$ cat config.mk
export PLATFORM = sky130hd
export DESIGN_NAME = muldiv_hilo_unit
export DESIGN_NICKNAME = d
export VERILOG_FILES = /design/src/rtl/muldiv_hilo_unit.sv
export SDC_FILE = /design/constraint.sdc
export NUM_CORES = 2
export LEC_CHECK = 0
export ABC_AREA = 0
export BUFFER_PORTS_ARGS = -buffer_cell sky130_fd_sc_hd__buf_2
export CORE_MARGIN = 1.5
export CORE_UTILIZATION = 40
export CTS_CLUSTER_DIAMETER = 80
export DETAILED_ROUTE_END_ITERATION = 8
export GPL_TIMING_DRIVEN = 0
export PLACE_DENSITY = 0.55
export SETUP_SLACK_MARGIN = 0.3
export SYNTH_ARGS = -nofsm -noshare
export SYNTH_HDL_FRONTEND = slang
export SYNTH_SLANG_ARGS = --single-unit
export TNS_END_PERCENT = 20
$ cat constraint.sdc
create_clock -name clock -period 13.6 [get_ports clock]
set_input_delay 2.72 -clock clock [delete_from_list [all_inputs] [get_ports clock]]
set_output_delay 2.72 -clock clock [all_outputs]
set_load 0.01 [all_outputs]
$ cat src/rtl/muldiv_hilo_unit.sv
// HI/LO register pair with a multi-cycle multiplier and a restoring divider behind a valid/ready port.
// Define MULDIV_ACCUMULATE_EN to enable MADD/MSUB; otherwise ops 6/7 are accepted as no-ops.
module muldiv_hilo_unit #(
   parameter int DATA_WIDTH  = 32,
   parameter int MUL_LATENCY = 2
) (
   input  logic                  clock,
   input  logic                  reset_n,
   input  logic                  request_valid,
   output logic                  request_ready,
   input  logic [2:0]            request_op,
   input  logic [DATA_WIDTH-1:0] operand_a,
   input  logic [DATA_WIDTH-1:0] operand_b,
   input  logic                  cancel,
   output logic                  busy,
   output logic                  done,
   output logic [DATA_WIDTH-1:0] high_data,
   output logic [DATA_WIDTH-1:0] low_data
);
   localparam int DW      = DATA_WIDTH;
   localparam int CNT_MAX = (DW > MUL_LATENCY) ? DW : MUL_LATENCY;
   localparam int CNT_W   = $clog2(CNT_MAX) + 1;

   typedef enum logic [1:0] {ST_IDLE, ST_MUL, ST_DIV, ST_FIX} state_t;
   typedef enum logic [2:0] {
      OP_MULT, OP_MULTU, OP_DIV, OP_DIVU, OP_MTHI, OP_MTLO, OP_MADD, OP_MSUB
   } op_t;

   state_t          state;
   op_t             op_q;
   op_t             req_op;
   logic [DW-1:0]   a_q, b_q;
   logic [DW-1:0]   div_b_q, quo_q, rem_q;
   logic [CNT_W-1:0] count;

   logic            accept;
   logic            req_signed_div;
   logic [DW-1:0]   a_mag, b_mag;
   logic [2*DW-1:0] ext_a, ext_b, product, mul_result;
   logic [DW:0]     div_shift, div_trial;
   logic            q_neg, r_neg;
   logic [DW-1:0]   fix_lo, fix_hi;

   assign req_op        = op_t'(request_op);
   assign request_ready = (state == ST_IDLE) && !cancel;
   assign busy          = (state != ST_IDLE);
   assign accept        = request_valid && request_ready;

   // The divider iterates on magnitudes; signs are re-applied in FIX from the latched operands.
   assign req_signed_div = (req_op == OP_DIV);
   assign a_mag = (req_signed_div && operand_a[DW-1]) ? -operand_a : operand_a;
   assign b_mag = (req_signed_div && operand_b[DW-1]) ? -operand_b : operand_b;

   assign ext_a   = (op_q == OP_MULTU) ? {{DW{1'b0}}, a_q} : {{DW{a_q[DW-1]}}, a_q};
   assign ext_b   = (op_q == OP_MULTU) ? {{DW{1'b0}}, b_q} : {{DW{b_q[DW-1]}}, b_q};
   assign product = ext_a * ext_b;

   always_comb begin
      // NOTE: every always_comb output is given a default first, so no path can infer a latch.
      mul_result = product;
`ifdef MULDIV_ACCUMULATE_EN
      if (op_q == OP_MADD)      mul_result = {high_data, low_data} + product;
      else if (op_q == OP_MSUB) mul_result = {high_data, low_data} - product;
`endif
   end

   assign div_shift = {rem_q, quo_q[DW-1]};
   assign div_trial = div_shift - {1'b0, div_b_q};

   always_comb begin
      q_neg  = (op_q == OP_DIV) && (a_q[DW-1] ^ b_q[DW-1]);
      r_neg  = (op_q == OP_DIV) && a_q[DW-1];
      fix_lo = q_neg ? -quo_q : quo_q;
      fix_hi = r_neg ? -rem_q : rem_q;
      if (b_q == '0) begin
         fix_lo = '1;
         fix_hi = a_q;
      end
   end

   always_ff @(posedge clock or negedge reset_n) begin
      if (!reset_n) begin
         state     <= ST_IDLE;
         op_q      <= OP_MULT;
         a_q       <= '0;
         b_q       <= '0;
         div_b_q   <= '0;
         quo_q     <= '0;
         rem_q     <= '0;
         count     <= '0;
         done      <= 1'b0;
         high_data <= '0;
         low_data  <= '0;
      end else begin
         // NOTE: sequential state uses non-blocking assignments so every register samples pre-edge values.
         done <= 1'b0;
         if (cancel && state != ST_IDLE) begin
            state <= ST_IDLE;
         end else begin
            case (state)
               ST_IDLE: begin
                  if (accept) begin
                     op_q  <= req_op;
                     a_q   <= operand_a;
                     b_q   <= operand_b;
                     count <= '0;
                     case (req_op)
                        OP_MULT, OP_MULTU: state <= ST_MUL;
                        OP_DIV, OP_DIVU: begin
                           state   <= ST_DIV;
                           rem_q   <= '0;
                           quo_q   <= a_mag;
                           div_b_q <= b_mag;
                        end
                        OP_MTHI: begin
                           high_data <= operand_a;
                           done      <= 1'b1;
                        end
                        OP_MTLO: begin
                           low_data <= operand_a;
                           done     <= 1'b1;
                        end
`ifdef MULDIV_ACCUMULATE_EN
                        OP_MADD, OP_MSUB: state <= ST_MUL;
`endif
                        default: ;
                     endcase
                  end
               end
               ST_MUL: begin
                  if (count == CNT_W'(MUL_LATENCY - 1)) begin
                     {high_data, low_data} <= mul_result;
                     done                  <= 1'b1;
                     state                 <= ST_IDLE;
                  end else begin
                     count <= count + 1'b1;
                  end
               end
               ST_DIV: begin
                  if (!div_trial[DW]) begin
                     rem_q <= div_trial[DW-1:0];
                     quo_q <= {quo_q[DW-2:0], 1'b1};
                  end else begin
                     rem_q <= div_shift[DW-1:0];
                     quo_q <= {quo_q[DW-2:0], 1'b0};
                  end
                  if (count == CNT_W'(DW - 1)) state <= ST_FIX;
                  else                          count <= count + 1'b1;
               end
               ST_FIX: begin
                  low_data  <= fix_lo;
                  high_data <= fix_hi;
                  done      <= 1'b1;
                  state     <= ST_IDLE;
               end
               default: state <= ST_IDLE;
            endcase
         end
      end
   end
endmodule

==> key figures <==
CTS
  • H-tree level count: 1
  • Hold-fix buffers at CTS: 0
  • CTS Buf Count: 22
  • Clk Latency, worst-skew pair: 0.56 ns
  • Reg clk slew, reported paths: 0.08 ns
  • Post-CTS sizing: 0
  • CTS max path bufs: 3
  • Post-CTS setup buffer count: 0
  • Root Driver: clkbuf_16
  • # clock sinks: 236
  • CTS tree: yes

Placed design
  • Detail Placement HPWL: 227 mm
  • PortBufs: 134
  • Routability cong.: 1.04

GRT
  • Pin count of the biggest net entering global routing: 106
  • Vias in the first global route: 53.5k
  • Total gr overflow: 0
  • Initial antenna violation count: 31
  • Total GRT Usage: 0.346
  • First-pass GRT wire length: 386 mm

Routing
  • Drt total wl: 268 mm
  • # DRC: 0
  • Via-per-instance ratio: 5.47
  • Drt first pass iters: 6
  • Via count: 49.9k
  • Final ANT Viol Nets: 0
  • DRT iter0 DRCs: 4,580
  • WL/cell: 29.4 µm

Logic synthesis
  • Mapped Cells: 6,884
  • Flops & latches, synth: 236
  • Complex-gate fraction of the synthesized area: 0.0733
  • Most common flop cell mapped by yosys: dfrtp_1
  • Seq/Total Area, Yosys: 0.0946
  • Leading post-synthesis cells by cell area: fa_1 46%, inv_1 9.5%, dfrtp_1 9.5%
  • Synth top area share: 0.455
  • Xor and xnor fraction of the mapped netlist area: 0.0355
  • Syn avg cell area: 9.07 µm²
  • Post-synth EDFFs: 0
  • Largest family of logic cells by synthesized area: adder cells
  • Mux cell area share after synthesis: 0.0163
  • Post-synth cell types: 79
  • Async SR Flop Fraction: 1.00
  • Yosys warnings: 0
  • Post-Synth Simple-Gate Area: 0.136
  • Synth Net Count: 8,726
  • Area leader, netlist: fa_1
  • Adder-cell share of the synthesized area: 0.526
  • Syn Std Cell Area: 62,400 µm²

STA
  • Fin crit share: 0.953
  • Max Transition Viols Final: 56
  • Final setup violation count: 0
  • Fmax: 77.1 MHz
  • RSZ-0062 raised after global routing: false
  • Total negative slack: 0 ns
  • Setup Skew: 0.0181 ns
  • Max_slew headroom: -0.103
  • Worst-margin pin slew: 1.65 ns
  • Final min period: 12.96 ns
  • Final hold violations: 0

Setup path
  • Startpoint types: flip-flop
  • Crit path max fanout: 10
  • R2R cell count: 34
  • CP required: 14.08 ns
  • CP arrival: 13.44 ns
  • Element type at the critical path end: flip-flop
  • CP peak stage delay: 0.93 ns
  • Worst path slowest cell: fa_1
  • Setup CP Type: flip-flop to flip-flop
  • Worst path most repeated cell: fa_1

Worst hold path
  • Hold Crit Class: flip-flop to flip-flop
  • WHS Path Cells: 2

Die
  • CORE AREA: 155,000 µm²
  • Die ar.: 158,000 µm²
  • Cell row count: 144
  • IO Pins: 138
  • Chip Width: 398 µm
  • Initial Utilization: 0.404
  • Die Y: 398 µm

Job
  • Maxcap violations: 5

Run status
  • Status: finished with violations
  • Failing checks: max-capacitance violations, max-slew violations

Final layout
  • Layout net count: 8,888
  • Area Overhead vs Synth: 6.64%
  • Layout cells sized above 1: 0.0388
[cells by family after synthesis]
kind of cell / count (synthesis)
XOR/XNOR: 253
multiplexers: 94
AND/OR/NAND/NOR: 1829
adder cells (fa/ha/maj): 1774
AO/OA/AOI/OAI: 742
buffers and inverters: 1956
flip-flops: 236
[layout make-up]
| cell class | count | area [µm²] |
|---|---|---|
| antenna | 18 | 45.0 |
| tap | 2044 | 2560 |
| multi-input combinational | 4692 | 49100 |
| clock inverter | 12 | 151 |
| timing repair buffer | 138 | 761 |
| clock buffer | 27 | 611 |
| fill | 15700 | 88000 |
| sequential | 236 | 5910 |
| buffer | 371 | 1440 |
| inverter | 1585 | 5950 |
[stage by stage]
stage	worst slack [ns]	hold slack (ns)	instances	area (µm²)	util
global route	0.318	0.524	9108	66500	0.430
finish	0.638	0.487	9123	66600	0.431
global placement	0.420	0.465	9062	65600	0.425
CTS	0.374	0.495	9105	66500	0.430
floorplan	3.90	0.450	6884	62400	-
detailed placement	0.453	0.475	9066	65700	0.425
[cells in the mapped netlist (all sizes together), types with 23 or more instances]
cell,count
and3,36
inv,1585
nor2b,23
nor2,189
o21ai,256
a21oi,192
o21a,23
nand2,979
xor2,90
ha,351
fa,1420
clkbuf,351
nor4,29
a31oi,28
a41oi,27
a21o,48
and2,415
mux2i,33
mux2,61
dfrtp,236
o31ai,28
nor3,37
nand3,43
xnor2,163
[critical path: cells and delay by family, from the launching register on]
| kind | cells | cell delay, ns |
|---|---|---|
| flops | 1 | 0.37 |
| fa+ha+maj | 11 | 6.20 |
| compound gates | 7 | 1.65 |
| xor+xnor | 1 | 0.45 |
| buf+inv | 8 | 2.64 |
| simple gates | 7 | 1.56 |
[final timing paths]
check	from	to	slack (ns)
worst max-delay path	op_q[1]$_DFFE_PN0P_	high_data[28]$_DFFE_PN0P_	0.64
worst min-delay path	div_b_q[14]$_DFFE_PN0P_	div_b_q[14]$_DFFE_PN0P_	0.49
worst max register to register	op_q[1]$_DFFE_PN0P_	high_data[28]$_DFFE_PN0P_	0.64
worst min register to register	div_b_q[14]$_DFFE_PN0P_	div_b_q[14]$_DFFE_PN0P_	0.49
max in group asynchronous	reset_n	b_q[10]$_DFFE_PN0P_	10.14
min in group asynchronous	reset_n	quo_q[14]$_DFFE_PN0P_	2.07
[sequential cells by signal, summed over array words and instances, names as in the netlist, 3 cells and up]
name       count
b_q           32
count          6
rem_q         32
low_data      32
div_b_q       32
high_data     32
op_q           3
a_q           32
quo_q         32
[layout by cell type, fill, tap and decap left out, types with 36 or more instances in the layout]
master,n
fa_1,1420
nand3_1,43
nor3_1,37
buf_2,135
xor2_1,90
ha_1,351
nand2_1,978
and2_1,414
mux2_2,61
clkbuf_1,347
nor2_1,189
inv_1,1585
a21o_1,48
and3_1,36
dfrtp_1,236
xnor2_1,162
a21oi_1,191
o21ai_0,235
[per-layer routing]
layer  vias to the layer above  wire, µm  part of all wire  GRT usage
li1                      20900         -                 -          -
met1                     25900    106000              0.39      0.455
met2                      2485    121000              0.45      0.542
met3                       563     25600             0.096     0.0736
met4                        22     15600             0.058      0.167
met5                         -       161           0.00060          0
Power is left out: the tool's default activity adds up to more than one toggle a clock period on the data nets, which glitch-free logic cannot reach.
